==> src/rtl/mem_arb_defs.sv <==
// Definitions shared by the memory arbiter: FSM state encoding, requester
// indices, the default WAIT timeout and the owner-to-one-hot helper.
package mem_arb_defs;

  localparam int TIMEOUT_CYC_DEF = 200;

  typedef enum logic [1:0] {
    ST_IDLE  = 2'd0,
    ST_ISSUE = 2'd1,
    ST_WAIT  = 2'd2,
    ST_DONE  = 2'd3
  } state_e;

  typedef enum logic [1:0] {
    REQ_TX  = 2'd0,
    REQ_WR  = 2'd1,
    REQ_SEL = 2'd2
  } req_e;

  function automatic logic [2:0] req_onehot(req_e r);
    logic [2:0] oh;
    oh = '0;
    case (r)
      REQ_TX:  oh = 3'b001;
      REQ_WR:  oh = 3'b010;
      REQ_SEL: oh = 3'b100;
      default: oh = 3'b000;
    endcase
    return oh;
  endfunction

endpackage

==> src/rtl/mem_arb_rr.sv <==
// Two-way round-robin pick between the write and select paths.
// The pointer moves only when the arbiter finishes a wr or sel access.
module mem_arb_rr (
  input  logic clk,
  input  logic reset,
  input  logic wr_req,
  input  logic sel_req,
  input  logic update,
  input  logic served_sel,
  output logic pick_wr,
  output logic pick_sel
);

  // Set when sel is next in line, i.e. wr was served last.
  logic favour_sel;

  always_ff @(posedge clk) begin
    if (!reset) begin
      favour_sel <= 1'b0;
    end else if (update) begin
      favour_sel <= !served_sel;
    end
  end

  always_comb begin
    pick_wr  = wr_req && (!sel_req || !favour_sel);
    pick_sel = sel_req && (!wr_req || favour_sel);
  end

endmodule

==> src/rtl/mem_arbiter.sv <==
// Single-port memory arbiter for the tag's TX, WRITE and SELECT paths:
// fixed TX priority with burst lock, wr/sel round-robin, ack timeout.
module mem_arbiter
  import mem_arb_defs::*;
#(
  parameter int TIMEOUT_CYC = TIMEOUT_CYC_DEF
) (
  input  logic        clk,
  input  logic        reset,
  input  logic        tx_req,
  input  logic        tx_lock,
  input  logic [1:0]  tx_bank,
  input  logic [7:0]  tx_ptr,
  input  logic        wr_req,
  input  logic [1:0]  wr_bank,
  input  logic [7:0]  wr_ptr,
  input  logic [15:0] wr_data,
  input  logic        sel_req,
  input  logic [1:0]  sel_bank,
  input  logic [7:0]  sel_ptr,
  output logic [2:0]  gnt,
  output logic [2:0]  done,
  output logic        err,
  output logic [15:0] rdata,
  output logic        mem_en,
  output logic        mem_we,
  output logic [1:0]  mem_bank,
  output logic [7:0]  mem_addr,
  output logic [15:0] mem_wdata,
  input  logic [15:0] mem_rdata,
  input  logic        mem_ack
);

  localparam int TW = $clog2(TIMEOUT_CYC + 1);

  state_e        state, state_nx;
  req_e          owner, win;
  logic [1:0]    lat_bank;
  logic [7:0]    lat_ptr;
  logic [15:0]   lat_data;
  logic [TW-1:0] timer;
  logic          timed_out;
  logic          any_req, burst, expired, pick_wr, pick_sel;

  assign any_req  = tx_req | wr_req | sel_req;
  assign burst    = (owner == REQ_TX) && tx_lock && tx_req;
  assign expired  = (timer == TW'(TIMEOUT_CYC));
  assign mem_bank = lat_bank;
  assign mem_addr = lat_ptr;

  mem_arb_rr u_rr (
    .clk        (clk),
    .reset      (reset),
    .wr_req     (wr_req),
    .sel_req    (sel_req),
    .update     ((state == ST_DONE) && (owner != REQ_TX)),
    .served_sel (owner == REQ_SEL),
    .pick_wr    (pick_wr),
    .pick_sel   (pick_sel)
  );

  always_comb begin
    if (tx_req)        win = REQ_TX;
    else if (pick_wr)  win = REQ_WR;
    else if (pick_sel) win = REQ_SEL;
    else               win = REQ_TX;
  end

  always_ff @(posedge clk) begin
    if (!reset) state <= ST_IDLE;
    else        state <= state_nx;
  end

  always_comb begin
    // NOTE: every output gets a default before the case so no path can infer a latch.
    state_nx  = state;
    gnt       = '0;
    done      = '0;
    err       = 1'b0;
    mem_en    = 1'b0;
    mem_we    = 1'b0;
    mem_wdata = '0;
    unique case (state)
      ST_IDLE: if (any_req) state_nx = ST_ISSUE;
      ST_ISSUE: begin
        gnt    = req_onehot(owner);
        mem_en = 1'b1;
        if (owner == REQ_WR) begin
          mem_we    = 1'b1;
          mem_wdata = lat_data;
        end
        state_nx = ST_WAIT;
      end
      ST_WAIT: begin
        gnt = req_onehot(owner);
        if (mem_ack || expired) state_nx = ST_DONE;
      end
      ST_DONE: begin
        done     = req_onehot(owner);
        err      = timed_out;
        state_nx = burst ? ST_ISSUE : ST_IDLE;
      end
      default: state_nx = ST_IDLE;
    endcase
  end

  always_ff @(posedge clk) begin
    // NOTE: sequential state uses non-blocking assignments so every register samples pre-edge values.
    if (!reset) begin
      owner     <= REQ_TX;
      lat_bank  <= '0;
      lat_ptr   <= '0;
      lat_data  <= '0;
      timer     <= '0;
      timed_out <= 1'b0;
      rdata     <= '0;
    end else begin
      unique case (state)
        ST_IDLE: if (any_req) begin
          owner <= win;
          unique case (win)
            REQ_WR: begin
              lat_bank <= wr_bank;
              lat_ptr  <= wr_ptr;
              lat_data <= wr_data;
            end
            REQ_SEL: begin
              lat_bank <= sel_bank;
              lat_ptr  <= sel_ptr;
              lat_data <= '0;
            end
            default: begin
              lat_bank <= tx_bank;
              lat_ptr  <= tx_ptr;
              lat_data <= '0;
            end
          endcase
        end
        ST_ISSUE: begin
          timer     <= TW'(1);
          timed_out <= 1'b0;
        end
        ST_WAIT: begin
          // An ack on the expiry cycle still counts as a normal completion.
          if (mem_ack) begin
            if (owner != REQ_WR) rdata <= mem_rdata;
          end else if (expired) begin
            timed_out <= 1'b1;
          end else begin
            timer <= timer + 1'b1;
          end
        end
        ST_DONE: begin
          timer <= '0;
          if (burst) begin
            lat_bank <= tx_bank;
            lat_ptr  <= tx_ptr;
          end
        end
        default: ;
      endcase
    end
  end

endmodule

==> config.mk <==
export PLATFORM = sky130hd
export DESIGN_NAME = mem_arbiter
export DESIGN_NICKNAME = d
export VERILOG_FILES = /design/src/rtl/mem_arb_defs.sv /design/src/rtl/mem_arb_rr.sv /design/src/rtl/mem_arbiter.sv
export SDC_FILE = /design/constraint.sdc
export NUM_CORES = 1
export LEC_CHECK = 0
export BUFFER_PORTS_ARGS = -buffer_cell sky130_fd_sc_hd__buf_2
export CORE_MARGIN = 4
export CORE_UTILIZATION = 40
export CTS_BUF_LIST = sky130_fd_sc_hd__clkbuf_4
export DETAILED_ROUTE_END_ITERATION = 7
export GPL_TIMING_DRIVEN = 0
export PLACE_DENSITY_LB_ADDON = 0.2
export SLEW_MARGIN = 20
export SYNTH_ARGS = -nofsm -noshare
export SYNTH_HDL_FRONTEND = slang
export SYNTH_SLANG_ARGS = --single-unit
==> constraint.sdc <==
create_clock -name clk -period 2.4 [get_ports clk]
set_clock_uncertainty 0.15 [all_clocks]
set_input_delay 0.24 -clock clk [delete_from_list [all_inputs] [get_ports clk]]
set_output_delay 0.24 -clock clk [all_outputs]
set_load 0.005 [all_outputs]
After elaboration in Yosys (flattened, before gate mapping)
Index checks and enable logic that the tools add are counted.
{"block": "word_totals", "register_bits": 56, "output_inout_bits": 51, "wordCells": 83}
{"block": "op_classes", "add_sub_neg": 1, "n_eq_ne": 15, "muxes": 31, "bitwise": 2, "n_reduce_logical": 25}
{"cell": "$mux W16", "count": 3}
{"cell": "$mux W8", "count": 4}
{"cell": "$pmux W8 S2", "count": 2}
{"cell": "$pmux W8 S3", "count": 1}
{"cell": "$mux W2", "count": 7}
{"cell": "$ne A2 B2 Y1 const B", "count": 6}
{"cell": "$reduce_and A3 Y1", "count": 4}
{"cell": "$pmux W3 S3", "count": 1}
{"cell": "$add A8 B1 Y8 const B", "count": 1}
{"cell": "$eq A2 B2 Y1 const B", "count": 4}
{"cell": "$eq A8 B8 Y1 const B", "count": 1}
{"cell": "$pmux W2 S2", "count": 2}
{"cell": "$pmux W2 S4", "count": 1}
{"cell": "$mux W1", "count": 7}
{"cell": "$eq A2 B1 Y1 const B", "count": 3}
{"cell": "$mux W3", "count": 2}
{"cell": "$reduce_bool A2 Y1", "count": 3}
{"cell": "$logic_and A1 B1 Y1", "count": 5}
{"cell": "$logic_not A1 Y1", "count": 4}
{"cell": "$logic_not A2 Y1", "count": 2}
{"cell": "$reduce_and A2 Y1", "count": 2}
{"cell": "$logic_or A1 B1 Y1", "count": 3}
{"cell": "$reduce_bool A3 Y1", "count": 1}
{"cell": "$ne A2 B1 Y1 const B", "count": 1}
{"cell": "other kinds (3)", "count": 4}

Logic depth before layout (Yosys ltp)
{"block": "logic_depth", "ltp_word": 10, "depth_mapped": 8, "depth_no_buf": 6}

By module
From an unflattened synthesis, not the netlist that was laid out.
{"block": "unflattened", "hier_cells": 330, "hier_area_um2": 2737.6}
{"mod": "mem_arbiter", "instances": 1, "cells_per_inst": 324, "area_each_um2": 2685.1, "seq_area_each_um2": 1101.1}
{"mod": "mem_arb_rr", "instances": 1, "cells_per_inst": 6, "area_each_um2": 52.6, "seq_area_each_um2": 20.0}

Least setup slack after synthesis
OpenSTA, ideal clock, no wires.
{"block": "synth_timing", "kind": "flip-flop to flip-flop", "startpoint": "register state[0]", "endpoint": "register state[0]", "setup_ns": 0.119, "t_arrival_ns": 1.568, "t_required_ns": 2.131, "slack_ns": 0.563, "path_stages_with_launch": 7, "n_path_buf": 1, "period_less_slack_ns": 1.837, "cell_sequence": "dfxtp_1 -> ha_1 -> buf_6 -> or3b_1 -> nor2_1 -> or4_1 -> o221a_1"}
{"block": "synth_via", "elab_chain_cells": 3}
{"element": "start: declaration", "line_no": "mem_arbiter.sv:36", "text": "state_e state, state_nx;"}
{"element": "start signal: assignment", "line_no": "mem_arbiter.sv:71", "text": "else state <= state_nx;"}
{"element": "$eq A2 B2 Y1 / $logic_not A2 Y1 (equally long branches)", "line_no": "mem_arbiter.sv:83", "text": "unique case (state)"}
{"element": "$ne A2 B2 Y1 (no source line)"}
{"element": "$reduce_and A2 Y1 (no source line)"}
Parallel ways exist; a longest one is shown, timed or not.
A chain may end at the register's enable or synchronous reset.

Final worst setup path
{"block": "layout_timing", "startpoint": "register state[1]", "endpoint": "output mem_wdata[8]"}
{"block": "layout_via", "elab_chain_cells": 2}
{"element": "$eq A2 B1 Y1", "line_no": "mem_arbiter.sv:83"}
{"element": "$mux W16", "line_no": "mem_arbiter.sv:83"}
{"element": "end: declaration", "line_no": "mem_arbiter.sv:29", "text": "output logic [15:0] mem_wdata,"}
No other way between the ends.

==> impl_summary.md <==
Yosys
Of the total synthesized cell area, the portion taken by full adders, half adders and majority gates is 0.0316. The number of flops mapped to enable cells by yosys is 0. The simple-gate share of the synthesized area is 0.229. A synthesized cell averages 8.89 um^2. The mapped netlist covers 0.00277 mm^2. The xor and xnor fraction of the mapped netlist area is 0.0158. The post-synthesis cell type count is 51.

The compound-cell area share of the yosys netlist is 0.248. The area share of the leading cell type in the synthesized netlist is 0.404. For this run, the leading register cell type out of synthesis is sky130_fd_sc_hd__dfxtp_1. The synthesized design contains 56 register bits.

Counting flops with an async set or reset pin after synthesis yields a share of 0. For this run, the register share of the synthesized area comes to 0.404. The post-synthesis net count is 388.

By area, the combinational part of the netlist is dominated by compound AO/OA/AOI/OAI gates. The Yosys step of the flow raised 0 warnings. sky130_fd_sc_hd__dfxtp_1 takes more of the synthesized area than any other cell. The cell count after synthesis is 312. The share of cell area taken by muxes after synthesis is 0.00767. After synthesis, the cell types taking the most area are sky130_fd_sc_hd__dfxtp_1, sky130_fd_sc_hd__a22oi_1, sky130_fd_sc_hd__nand2_1, sky130_fd_sc_hd__nor2b_1, sky130_fd_sc_hd__and3_1.

Die
The effective utilization at floorplan is 0.410. The core region is 0.00676 mm^2. 120 I/O pins were placed. The row count is 30.

The die is 91.3 um wide. The area of the die is 0.00833 mm^2. The floorplan step set the die height to 91.3 um.

Clock network
The maximum clock path buffer count is 2. The number of sinks handled by clock tree synthesis is 56. The clock reaches the later pin of the worst-skew pair after 0.37 ns. Counting the buffers created by CTS gives 5. The post-CTS setup repair buffer count is 0. The clock slew at the register clock pins of the worst setup and hold paths is 0.15 ns. CTS placed an instance of sky130_fd_sc_hd__clkbuf_4 at the clock tree root. The clock tree from TritonCTS is yes. The H-tree was split into 2 levels.

Routing
The number of nets still failing antenna checks after routing is 0. The violation count after the first detailed-route iteration is 94. The via count normalized by instance count is 5.15. The top routing layer in use is met4. The first TritonRoute pass finished after 6 iterations.

After detailed routing, the average wire length per cell comes to 14.0 um. In the final routing, the length of wire on met1 measures 3.36 mm. The total wire length after detailed routing is 7.69 mm. Detailed routing placed a total of 433 um of wire on met3. Detailed routing placed a total of 3.82 mm of wire on met2. The detailed router placed 2833 vias in this run. The detailed-route DRC error count is 0.

Critical path
For this run, the slowest stage of the critical path takes 0.38 ns. The worst-path cell with the longest stage delay is sky130_fd_sc_hd__dfxtp_1. The critical path starts at state[1]$_SDFFE_PN0P_. In this run the critical register-to-register path is launched from state[0]$_SDFFE_PN0P_. In this run the register-to-register setup slack is 0.25 ns. For the worst setup path, the data required time is 2.01 ns. The endpoint of the most critical setup path is mem_wdata[8]. Along the worst path, the maximum fanout reaches 11.

Traced cell by cell, the critical path runs through inv_1 -> ha_2 -> clkbuf_1 -> and3_1 -> buf_2. STA classifies the critical path startpoint as a register. Data on the critical path arrives at its endpoint at 1.85 ns.

Measured in cells, the most critical reg-to-reg path has a length of 7. STA classifies the critical path endpoint as a primary output. In this run the critical register-to-register path is captured at state[0]$_SDFFE_PN0P_. The worst setup path is of the register to primary output kind.

Timing
The number of failing hold endpoints at the final stage is 0. The post-route setup TNS is 0 ns. The pin slew with the least headroom to its limit is 0.524 ns. The number of slew-limit violations in the final report was 0. Headroom to the max-slew limit came out at 0.646. The clock period minus worst slack is 2.24 ns. Setup repair after global routing left no endpoint under its margin. For this run, the top clock speed supported by timing is 447 MHz. The final setup violation count is 0. The part of the cycle the worst path needs is 0.932.

Place
Once detailed placement completed, the half-perimeter wirelength came to 5.45 mm. The number of buffers inserted by port buffering is 117. In this run the cell area measured after placement is 0.00346 mm^2. Once placement completed, the tool counted placed cells totaling 509. The placer's final routability congestion estimate is 0.744.

Pwr
The total power of the final layout is 2.99 mW. The worst voltage drop across the vdd grid is 0.000409 V. For this design the static power due to leakage is 1.79 nW. The cell area power density is 764 mW/mm^2.

Global route
The overall track demand over capacity in global routing is 0.185. The remaining global-route overflow is 0. The global-route wire length before repair is 13.0 mm. The number of global-route vias before repair was 2797. The number of antenna violations at the first check in global routing is 0.

The maximum number of pins on one net before global-route repair is 17.

Cells and area
Fill cells in the final layout number 619. After the last flow step, the layout net total stands at 546. In the layout the commonest cells are sky130_fd_sc_hd__buf_2, sky130_fd_sc_hd__dfxtp_1, sky130_fd_sc_hd__nand2_1, sky130_fd_sc_hd__dlygate4sd3_1, sky130_fd_sc_hd__a22oi_1.

Relative to the synthesized area, the layout overhead comes to 41.1%. The finished cells cover 0.00391 mm^2. The most common library cell in the layout ignoring fill and taps is sky130_fd_sc_hd__buf_2. At the end of the flow the core is filled with cells to 0.579. The post-route non-filler standard cell count is 550. Of the cells placed in the final design, the portion with a size suffix greater than 1 is 0.319. The repair_antennas step left the layout with diodes totalling 0.

Outcome
The run finished with clean final reports.

Hold path
In this run the worst hold path is classified as input port to register.

Job
The number of maximum-capacitance violations is 0.
[cell usage after synthesis (2+ instances only)]
cell	n
sky130_fd_sc_hd__buf_6	4
sky130_fd_sc_hd__nand3_1	3
sky130_fd_sc_hd__nand2b_1	3
sky130_fd_sc_hd__o21ai_0	2
sky130_fd_sc_hd__xor2_1	3
sky130_fd_sc_hd__a21boi_0	10
sky130_fd_sc_hd__a32o_1	10
sky130_fd_sc_hd__nor2_1	10
sky130_fd_sc_hd__clkbuf_1	12
sky130_fd_sc_hd__and2_2	2
sky130_fd_sc_hd__inv_1	7
sky130_fd_sc_hd__buf_4	2
sky130_fd_sc_hd__nand2_1	44
sky130_fd_sc_hd__o21ai_1	10
sky130_fd_sc_hd__nor2b_1	20
sky130_fd_sc_hd__and3b_1	3
sky130_fd_sc_hd__xnor2_1	2
sky130_fd_sc_hd__a21oi_1	13
sky130_fd_sc_hd__and3_1	18
sky130_fd_sc_hd__dfxtp_1	56
sky130_fd_sc_hd__nand4_1	2
sky130_fd_sc_hd__ha_1	7
sky130_fd_sc_hd__a22oi_1	27
sky130_fd_sc_hd__buf_2	6
sky130_fd_sc_hd__and2_1	2
sky130_fd_sc_hd__a21boi_1	9
[worst max-delay path: cells and delay by family, from the launching register on]
kind	cells	cell delay [ns]
flops	1	0.38
fa+ha+maj	1	0.32
buf+inv	3	0.54
simple gates	1	0.22
[per-layer routing]
metal  global-route usage  vias up
met3               0.0406        5
met1                0.224     1311
met5                    0        -
li1                     -     1432
met4               0.0440        0
met2                0.332       85
[state kept, by name (all words and copies together) (netlist names)]
name             count
lat_data            16
rdata               16
mem_addr             8
timer                8
mem_bank             2
owner                2
state                2
timed_out            1
u_rr.favour_sel      1
[cell families after synthesis]
group	count (synthesis)
simple gates	118
compound gates	92
flops	56
buf+inv	32
fa+ha+maj	7
xor+xnor	5
mux	2
[metrics by stage]
step                      hold WS (ns)  setup WS (ns)
after floorplan                  0.225          0.563
after global placement           0.289          0.350
after detailed placement         0.293          0.299
after CTS                      0.00455         0.0704
after global routing           0.00748         0.0322
final                           0.0183          0.162
[final cells by class]
| class | count | area [um^2] | share of cell area |
|---|---|---|---|
| well taps | 80 | 100 | 0.0256 |
| inverters | 7 | 26.3 | 0.00672 |
| repair buffers | 152 | 936 | 0.239 |
| flip-flops and latches | 56 | 1120 | 0.287 |
| clock inverters | 2 | 60.1 | 0.0154 |
| plain buffers | 24 | 145 | 0.0371 |
| multi-input cells | 224 | 1490 | 0.380 |
| clock buffers | 5 | 37.5 | 0.00959 |
[report_power, final]
| group | switching (mW) | internal, mW |
|---|---|---|
| clock | 0.280 | 0.319 |
| combinational | 0.682 | 0.521 |
| sequential | 0.0996 | 1.09 |
[what timing repair did]
item,CTS,global route
hold buffers,35,0
endpoints found under the hold margin,36,0
setup endpoints to repair,10,11
resized for setup,1,2
[worst min path at each step]
stage	start	end	slack, ns	cells past startpoint
floorplan	mem_rdata[10]	rdata[10]$_SDFFE_PN0P_	0.22	2
global placement	rdata[8]$_SDFFE_PN0P_	rdata[8]$_SDFFE_PN0P_	0.29	2
detailed placement	rdata[7]$_SDFFE_PN0P_	rdata[7]$_SDFFE_PN0P_	0.29	2
CTS	tx_ptr[7]	mem_addr[7]$_SDFFE_PN0P_	0.005	3
global route	tx_ptr[6]	mem_addr[6]$_SDFFE_PN0P_	0.007	3
finish	tx_ptr[5]	mem_addr[5]$_SDFFE_PN0P_	0.02	3
(Power assumes the default switching activity.)
